[src/rtl/shift_add_mult_ctrl.sv]
// Sequencing FSM for a shift-and-add multiplier datapath.
// It drives the register init/load strobes and the iteration counter, and reports progress through start/busy/done.
module shift_add_mult_ctrl #(
  parameter int BIT_WIDTH = 16,
  parameter int CNT_W     = $clog2(BIT_WIDTH)  // derived from BIT_WIDTH; leave at default
) (
  input  logic             clk,
  input  logic             rst_n,
  input  logic             start,
  input  logic             abort,
  input  logic             mplier_lsb,
  output logic             acc_init0,
  output logic             acc_load,
  output logic             mcand_init1,
  output logic             mcand_load,
  output logic             mplier_init1,
  output logic             mplier_load,
  output logic [CNT_W-1:0] iter,
  output logic             busy,
  output logic             done
);

  // Handshake: start is a level that is sampled only in IDLE; it is not queued.
  // busy is high for the whole run (INIT..SHIFT), and done is a one-cycle pulse after the last SHIFT.
  // abort cancels a run without a done pulse.
  typedef enum logic [2:0] {
    S_IDLE  = 3'd0,
    S_INIT  = 3'd1,
    S_TEST  = 3'd2,
    S_ADD   = 3'd3,
    S_SHIFT = 3'd4,
    S_DONE  = 3'd5
  } state_e;

  localparam logic [CNT_W-1:0] ITER_LAST = CNT_W'(BIT_WIDTH - 1);

  state_e           state_q, state_d;
  logic [CNT_W-1:0] iter_q, iter_d;

  always_ff @(posedge clk or negedge rst_n) begin
    if (!rst_n) begin
      state_q <= S_IDLE;
      iter_q  <= '0;
    end else begin
      state_q <= state_d;
      iter_q  <= iter_d;
    end
  end

  always_comb begin
    state_d = state_q;
    iter_d  = iter_q;
    if (abort) begin
      state_d = S_IDLE;
      iter_d  = '0;
    end else begin
      case (state_q)
        S_IDLE: begin
          if (start) begin
            state_d = S_INIT;
            iter_d  = '0;
          end
        end
        S_INIT: begin
          state_d = S_TEST;
          iter_d  = '0;
        end
        S_TEST:  state_d = mplier_lsb ? S_ADD : S_SHIFT;
        S_ADD:   state_d = S_SHIFT;
        S_SHIFT: begin
          // The counter holds on the last iteration so it never wraps.
          if (iter_q == ITER_LAST) begin
            state_d = S_DONE;
          end else begin
            iter_d  = iter_q + CNT_W'(1);
            state_d = S_TEST;
          end
        end
        S_DONE:  state_d = S_IDLE;
        default: begin
          state_d = S_IDLE;
          iter_d  = '0;
        end
      endcase
    end
  end

  always_comb begin
    acc_init0    = 1'b0;
    acc_load     = 1'b0;
    mcand_init1  = 1'b0;
    mcand_load   = 1'b0;
    mplier_init1 = 1'b0;
    mplier_load  = 1'b0;
    busy         = 1'b0;
    done         = 1'b0;
    case (state_q)
      S_INIT: begin
        acc_init0    = 1'b1;
        mcand_init1  = 1'b1;
        mplier_init1 = 1'b1;
        busy         = 1'b1;
      end
      S_TEST: busy = 1'b1;
      S_ADD: begin
        acc_load = 1'b1;
        busy     = 1'b1;
      end
      S_SHIFT: begin
        mcand_load  = 1'b1;
        mplier_load = 1'b1;
        busy        = 1'b1;
      end
      S_DONE:  done = 1'b1;
      default: ;
    endcase
  end

  assign iter = iter_q;

endmodule

[config.mk]
export PLATFORM = sky130hd
export DESIGN_NAME = shift_add_mult_ctrl
export DESIGN_NICKNAME = d
export VERILOG_FILES = /design/src/rtl/shift_add_mult_ctrl.sv
export SDC_FILE = /design/constraint.sdc
export NUM_CORES = 1
export LEC_CHECK = 0
export ABC_AREA = 0
export BUFFER_PORTS_ARGS = -buffer_cell sky130_fd_sc_hd__buf_4
export CORE_AREA = 2 2 39 41
export DETAILED_ROUTE_END_ITERATION = 10
export DIE_AREA = 0 0 41 43
export REMOVE_ABC_BUFFERS = 1
export SYNTH_ARGS = -nofsm -noshare
export SYNTH_HDL_FRONTEND = slang
export SYNTH_SLANG_ARGS = --single-unit
[constraint.sdc]
create_clock -name clk -period 2.7 [get_ports clk]
set_clock_uncertainty 0.05 [all_clocks]
set_input_delay 0.675 -clock clk [delete_from_list [all_inputs] [get_ports clk]]
set_output_delay 0.675 -clock clk [all_outputs]
set_load 0.005 [all_outputs]
* Word level (Yosys, flattened, before mapping)
Cells that the tools add are included.
** Storage, ports and cells
- Bits in registers :: 7
- Output and inout bits :: 12
- Logic and storage cells :: 30
- Input port bits :: 5
** Operators by class
- Reduce and logical (&&, ||, !) cells :: 4
- $add $sub $neg :: 1
- Equality and inequality tests :: 9
- Multiplexer cells :: 14
** Operators by type and width (number)
- case mux 3 bit (5 select lines) :: 1
- 2-to-1 mux 3 bit :: 4
- 2-to-1 mux 4 bit :: 3
- case mux 4 bit (3 select lines) :: 1
- equality test 3 x 2 -> 1 bit (second input constant) :: 2
- equality test 3 bit (second input constant) :: 2
- != test 3 bit (second input constant) :: 2
- 2-to-1 mux 1 bit :: 5
- adder 4 x 1 -> 4 bit (second input constant) :: 1
- equality test 4 bit (second input constant) :: 1
- OR reduction 4 bit :: 1
- equality test 3 x 1 -> 1 bit (second input constant) :: 1
- zero test 3 bit :: 1
- AND reduction 3 bit :: 1
- OR reduction 3 bit :: 1
- != test 2 x 1 -> 1 bit (second input constant) :: 1

* Longest topological paths before layout
Gate-level depths: netlist of run 1.
- Word-level depth :: 4
- Gate-level depth with buffers :: 4
- Depth with buffers taken out :: 4

* Least setup slack after synthesis of run 1
No wires, ideal clock.
- Path kind :: reg-to-output
- Start :: register state_q[1]
- End :: output mcand_init1
- Arrival :: 1.053 ns
- Buffers on the path :: 2
- Cell stages (with the launch flop) :: 5
- Slack :: 0.922 ns
- Data required time :: 1.975 ns
- Cell sequence :: dfrtp_1 buf_2 nand2b_1 nor2_1 buf_4
** On the way
- Cells in the longest elaborated chain, start to end :: 2
** Ends and longest elaborated chain
- start: declaration :: RTL line 37 : state_e state_q, state_d;
- start signal: assignment :: RTL line 45 : state_q <= state_d;
- equality test 3 x 1 -> 1 bit
- 2-to-1 mux 1 bit
- end: declaration :: RTL line 14 : output logic mcand_init1,
Every way passes these cells.

* Final worst setup path of run 1
- Start :: register state_q[1]
- End :: output mplier_init1
** On the way
- Cells in the longest elaborated chain, start to end :: 2
** Ends and longest elaborated chain
- equality test 3 x 1 -> 1 bit :: RTL line 97 : case (state_q)
- 2-to-1 mux 1 bit :: RTL line 97
- end: declaration :: RTL line 16 : output logic mplier_init1,
Every way passes these cells.

==> results of run 1 <==
## cell usage after synthesis
cell type / count / area share
and3_1: 2 / 0.024
buf_2: 1 / 0.0097
a21o_2: 1 / 0.017
o21bai_1: 1 / 0.014
nor3b_4: 1 / 0.036
or4b_1: 1 / 0.019
a21oi_1: 3 / 0.029
a2bb2oi_1: 1 / 0.017
o22ai_1: 1 / 0.012
or3_4: 1 / 0.022
nand2b_1: 9 / 0.11
o21a_1: 1 / 0.014
nand2_1: 2 / 0.014
nand3b_1: 1 / 0.014
nor4_1: 1 / 0.012
ha_1: 1 / 0.024
inv_1: 2 / 0.014
buf_4: 3 / 0.043
o32ai_1: 1 / 0.017
dfrtp_1: 7 / 0.34
nor3_2: 1 / 0.019
nor2_1: 3 / 0.022
a311oi_1: 1 / 0.017
nand3_1: 3 / 0.029
buf_6: 2 / 0.043
or3_1: 1 / 0.012
o221ai_1: 2 / 0.034
or2_2: 1 / 0.012
nor3_1: 1 / 0.0097
## sequential cells by signal, summed over array words and instances, names as in the netlist
name,cells
iter,4
state_q,3
## metal layers
metal / track usage / wire length [µm] / vias up
met1: 0.193 / 501 / 216
li1: - / - / 229
met3: 0.0366 / 95 / 2
met5: 0 / 0 / -
met4: 0.100 / 11 / 0
met2: 0.213 / 473 / 21
## power by group through the flow
stage	Clock, W	Combinational (W)	Sequential (W)
after CTS	0.0000998	0.0000605	0.000121
after global placement	0	0.0000596	0.000122
after global routing	0.000107	0.0000660	0.000123
after floorplan	0	0.0000315	0.000120
final	0.000101	0.0000598	0.000121
after detailed placement	0	0.0000600	0.000123
## worst min-delay path by stage
stage | start | end | slack, ns | cells past startpoint
4_1_cts | rst_n | iter[3] | 0.17 | 1
2_1_floorplan | rst_n | iter[0] | 0.33 | 0
3_5_place_dp | rst_n | iter[1] | 0.44 | 1
5_1_grt | rst_n | iter[1] | 0.17 | 1
3_3_place_gp | rst_n | iter[3] | 0.44 | 1
6_report | rst_n | iter[3] | 0.16 | 1
## kinds of logic (layout without fill, tap and decap cells)
family / count (synthesis) / count (layout) / share of synthesized area
and+or+nand+nor: 28 / 28 / 0.355
DFF: 7 / 7 / 0.338
AOI/OAI and AO/OA: 12 / 12 / 0.172
buffers and inverters: 8 / 22 / 0.111
adders and majority gates: 1 / 1 / 0.0242
## area by class of cell
cell class,count,area (µm²)
multi-input combinational,41,285
tap,16,20.0
inverter,2,7.51
timing repair buffer,16,120
sequential,7,175
fill,147,749
clock buffer,4,26.3
## metrics by stage
step           hold slack, ns  worst slack, ns  power (W)  utilization  instance area, µm²
6_report                0.165            0.622   0.000281        0.458                 634
5_1_grt                 0.168            0.566   0.000296        0.458                 634
4_1_cts                 0.168            0.630   0.000281        0.458                 634
3_5_place_dp            0.442            0.906   0.000183        0.439                 608
3_3_place_gp            0.444            0.947   0.000182        0.439                 608
2_1_floorplan           0.329             1.05   0.000152            -                 468
## worst max-delay path, cell delays in order (launching register included)
cell and delay, ns:
dfrtp_1 0.51, nand2b_1 0.24, nor2_1 0.19, buf_4 0.15
==> impl_results.md, run 1 <==
* CP Data Required Time at 1.98 ns
* Core ar. at 0.00138 mm²
* Vias in the first global route at 383
* VDD IR max at 190 µV
* Comb power frac at 0.213
* PostCTS Resize Cnt at 0
* Clock Power Share at 0.358
* Final Hold Fails at 0
* Total global routing track utilization at 0.150
* Final net count at 77
* Worst hold path class: in2async
* Die Wd at 41 µm
* Die Height at 43 µm
* Die Area at 0.00176 mm²
* Layout cells sized above 1 at 0.343
* Status: complete, no violations
* P per Cell Area at 444 mW/mm²
* Max Fclk at 0.481 GHz
* Initial antenna violation count at 0
* Hold Buf Count CTS at 0
* Setup bufs post-CTS at 0
* Leakage at 0.280 nW
* Non-Filler Instances at 86
* Setup_tns at 0 ns
* Initial Util at 0.374
* Hpwl dp at 784 µm
* Drt drc at 0
* First drt pass iteration count at 4
* Placed cell count at 82
* Worst slew margin at 0.698
* Commonest non-fill, non-tap cells in the layout: buf_4 (16), nand2b_1 (9), dfrtp_1 (7)
* Clock Tree Root: clkbuf_4
* Internal at 0.000200 W
* Synthesized area at 518 µm²
* Post-DRT Antenna Nets at 0
* IO Pins at 17
* RR Startpoint: iter[0]
* Min cycle time layout at 2.08 ns
* CTS tree: yes
* Library cells used by synthesis at 29
* CP Max Fanout at 13
* Via density at 5.44
* Final Slew Violations at 0
* Routed len/inst at 12.6 µm
* Post-synthesis sequential area ratio at 0.338
* Clk sinks at 7
* Max-Cap Viols at 0
* Sw Pwr at 0.0000816 W
* Syn_area_per_cell at 9.25 µm²
* Worst-path clk slew at 0.06 ns
* Yosys reg bits at 7
* Setup crit end: mplier_init1
* Sequential Power Share at 0.429
* First-pass GRT wire length at 1.75 mm
* Cts bufs inserted at 3
* Clock tree buffer depth at 2
* Num rows at 14
* Unrepaired setup endpoints after global routing: no
* Drt first-iter violations at 8
* Commonest non-fill, non-tap cell in the layout: buf_4
* Routability cong. at 0.641
* R2r worst-path depth at 4
* Critical path class: reg2out
* Reg-to-Reg End: iter[3]
* Largest net degree at the start of global routing at 14
* Final setup fails at 0
* R2R Setup Slk at 1.07 ns
* Worst setup path startpoint: state_q[1]
* Gr ovfl total at 0
* Final WL at 1.08 mm
* Slew @ Worst Pin at 0.452 ns
* Arrival time worst endpoint at 1.35 ns
* Switching Fraction at 0.290
* DR vias at 468
* Clock latency on the worst-skew pair at 0.26 ns
* Worst Setup End Kind: output port
* CP startpoint kind: register
* Number of synthesis warnings at 0
* PortBufs at 16
* Post-Syn Instances at 56
* Synth-to-layout area growth at 22.5%
* Ant diodes at 0
* Final period util at 0.770
* H-Tree Depth at 1
No activity file was read; power rests on OpenSTA's default activity.
==> run 2, diff against run 1 <==
==> constraint.sdc (replaced) <==
create_clock -name clk -period 1.94 [get_ports clk]
set_clock_uncertainty 0.05 [all_clocks]
set_input_delay 0.485 -clock clk [delete_from_list [all_inputs] [get_ports clk]]
set_output_delay 0.485 -clock clk [all_outputs]
set_load 0.005 [all_outputs]
==> run 2 against run 1 <==
  * Utilization up 0.81 points
  * Sequential power grew 40%
  * Highest routed layer unchanged
  * Clock-buffer cell count unchanged
  * Critical path type unchanged
  * Total power rose by 37%
  * Global-route usage fell by 0.23 points
  * Setup slack got worse by 0.54 ns
  * Clock power increased by 32%
==> impl_results.md, run 2 (synthesis results as in run 1) <==
* Min cycle time layout at 1.85 ns
* Hpwl dp at 833 µm
* Leakage at 0.283 nW
* IO Pins at 17
* Final Hold Fails at 0
* Worst Setup End Kind: output port
* Core ar. at 0.00138 mm²
* Ant diodes at 0
* Worst hold path class: in2reg
* CTS tree: yes
* R2R Setup Slk at 0.37 ns
* Clock Tree Root: clkbuf_4
* Gr ovfl total at 0
* Via density at 5.32
* Fillers at 134
* Unrepaired setup endpoints after global routing: no
* Num rows at 14
* Register area at 176 µm²
* Setup_tns at 0 ns
* VDD IR max at 281 µV
* Final net count at 78
* DR vias at 463
* Vias in the first global route at 400
* Clock tree buffer depth at 2
* CP Data Required Time at 1.40 ns
* Slew @ Worst Pin at 0.379 ns
* Routability cong. at 0.718
* Layout cells sized above 1 at 0.352
* Total global routing track utilization at 0.148
* Max Fclk at 0.539 GHz
* Multi-input logic area at 285 µm²
* P per Cell Area at 597 mW/mm²
* Clk sinks at 7
* Final period util at 0.955
* Critical path class: reg2out
* Util after Layout at 0.467
* Largest net degree at the start of global routing at 14
* Status: complete, no violations
* Initial Util at 0.374
* Commonest non-fill, non-tap cells in the layout: buf_4 (16), nand2b_1 (9), dfrtp_1 (6)
* Max reg flops at 4
* Clock latency on the worst-skew pair at 0.25 ns
* PortBufs at 16
* Final setup fails at 0
* Max-Cap Viols at 0
* Die Area at 0.00176 mm²
* Arrival time worst endpoint at 1.32 ns
* H-Tree Depth at 1
* Worst slew margin at 0.747
* Final Slew Violations at 0
* Final WL at 1.13 mm
* CP startpoint kind: register
* Worst-path clk slew at 0.05 ns
* First-pass GRT wire length at 1.76 mm
* Commonest non-fill, non-tap cell in the layout: buf_4
* Initial antenna violation count at 0
* First drt pass iteration count at 3
* Post-DRT Antenna Nets at 0
* Routed len/inst at 12.9 µm
* Die Wd at 41 µm
* Drt first-iter violations at 4
* Drt drc at 0
* CP Max Fanout at 10
* Die Height at 43 µm
* Cts bufs inserted at 3
* Synth-to-layout area growth at 24.6%
==> run 2: layout make-up <==
cell class                 count  share of cell area
tap                           16              0.0310
clock buffer                   4              0.0407
inverter                       2              0.0116
multi-input combinational     41               0.442
sequential                     7               0.273
timing repair buffer          17               0.202
==> run 2: worst max-delay path, cell delays in order, from the launching register on <==
cell and delay [ns]:
dfrtp_1 0.53, nor3b_4 0.36, buf_4 0.17
==> run 2: worst paths after layout <==
path,from,to,cells after the start
worst max register to register,state_q[2],iter[3],3
max in group asynchronous,rst_n,state_q[1],2
min in group asynchronous,rst_n,iter[0],2
worst min-delay path,abort,iter[2],2
worst min register to register,iter[2],iter[2],1
worst max-delay path,state_q[2],mplier_load,2
==> run 2: timing repair <==
action	4_1_cts	5_1_grt
resized for setup	0	1
setup buffers	0	0
endpoints found under the hold margin	7	0
setup endpoints to repair	0	3
hold buffers	1	0
==> run 2: report_power, final <==
group	internal, W	switching, W
clock network	0.0000785	0.0000540
registers	0.000152	0.0000180
logic	0.0000491	0.0000341
total	0.000279	0.000106
==> run 2: per-layer routing <==
metal  wire [µm]  part of all wire  track usage  vias to the layer above
met5           0                 0            0                        -
met4          12             0.011       0.0600                        0
met3          75             0.067       0.0314                        2
met2         516              0.46        0.213                       19
met1         521              0.46        0.209                      211
li1            -                 -            -                      231
==> run 2: through the flow <==
| step | cells | setup slack (ns) | total power, W | cell area, µm² | hold WS [ns] |
|---|---|---|---|---|---|
| finish | 87 | 0.0864 | 0.000385 | 646 | 0.403 |
| global route | 87 | 0.0111 | 0.000409 | 646 | 0.422 |
| CTS | 87 | 0.0553 | 0.000391 | 644 | 0.396 |
| detailed placement | 82 | 0.325 | 0.000255 | 608 | 0.253 |
| global placement | 82 | 0.353 | 0.000253 | 608 | 0.255 |
| floorplan | 50 | 0.484 | 0.000211 | 468 | 0.139 |
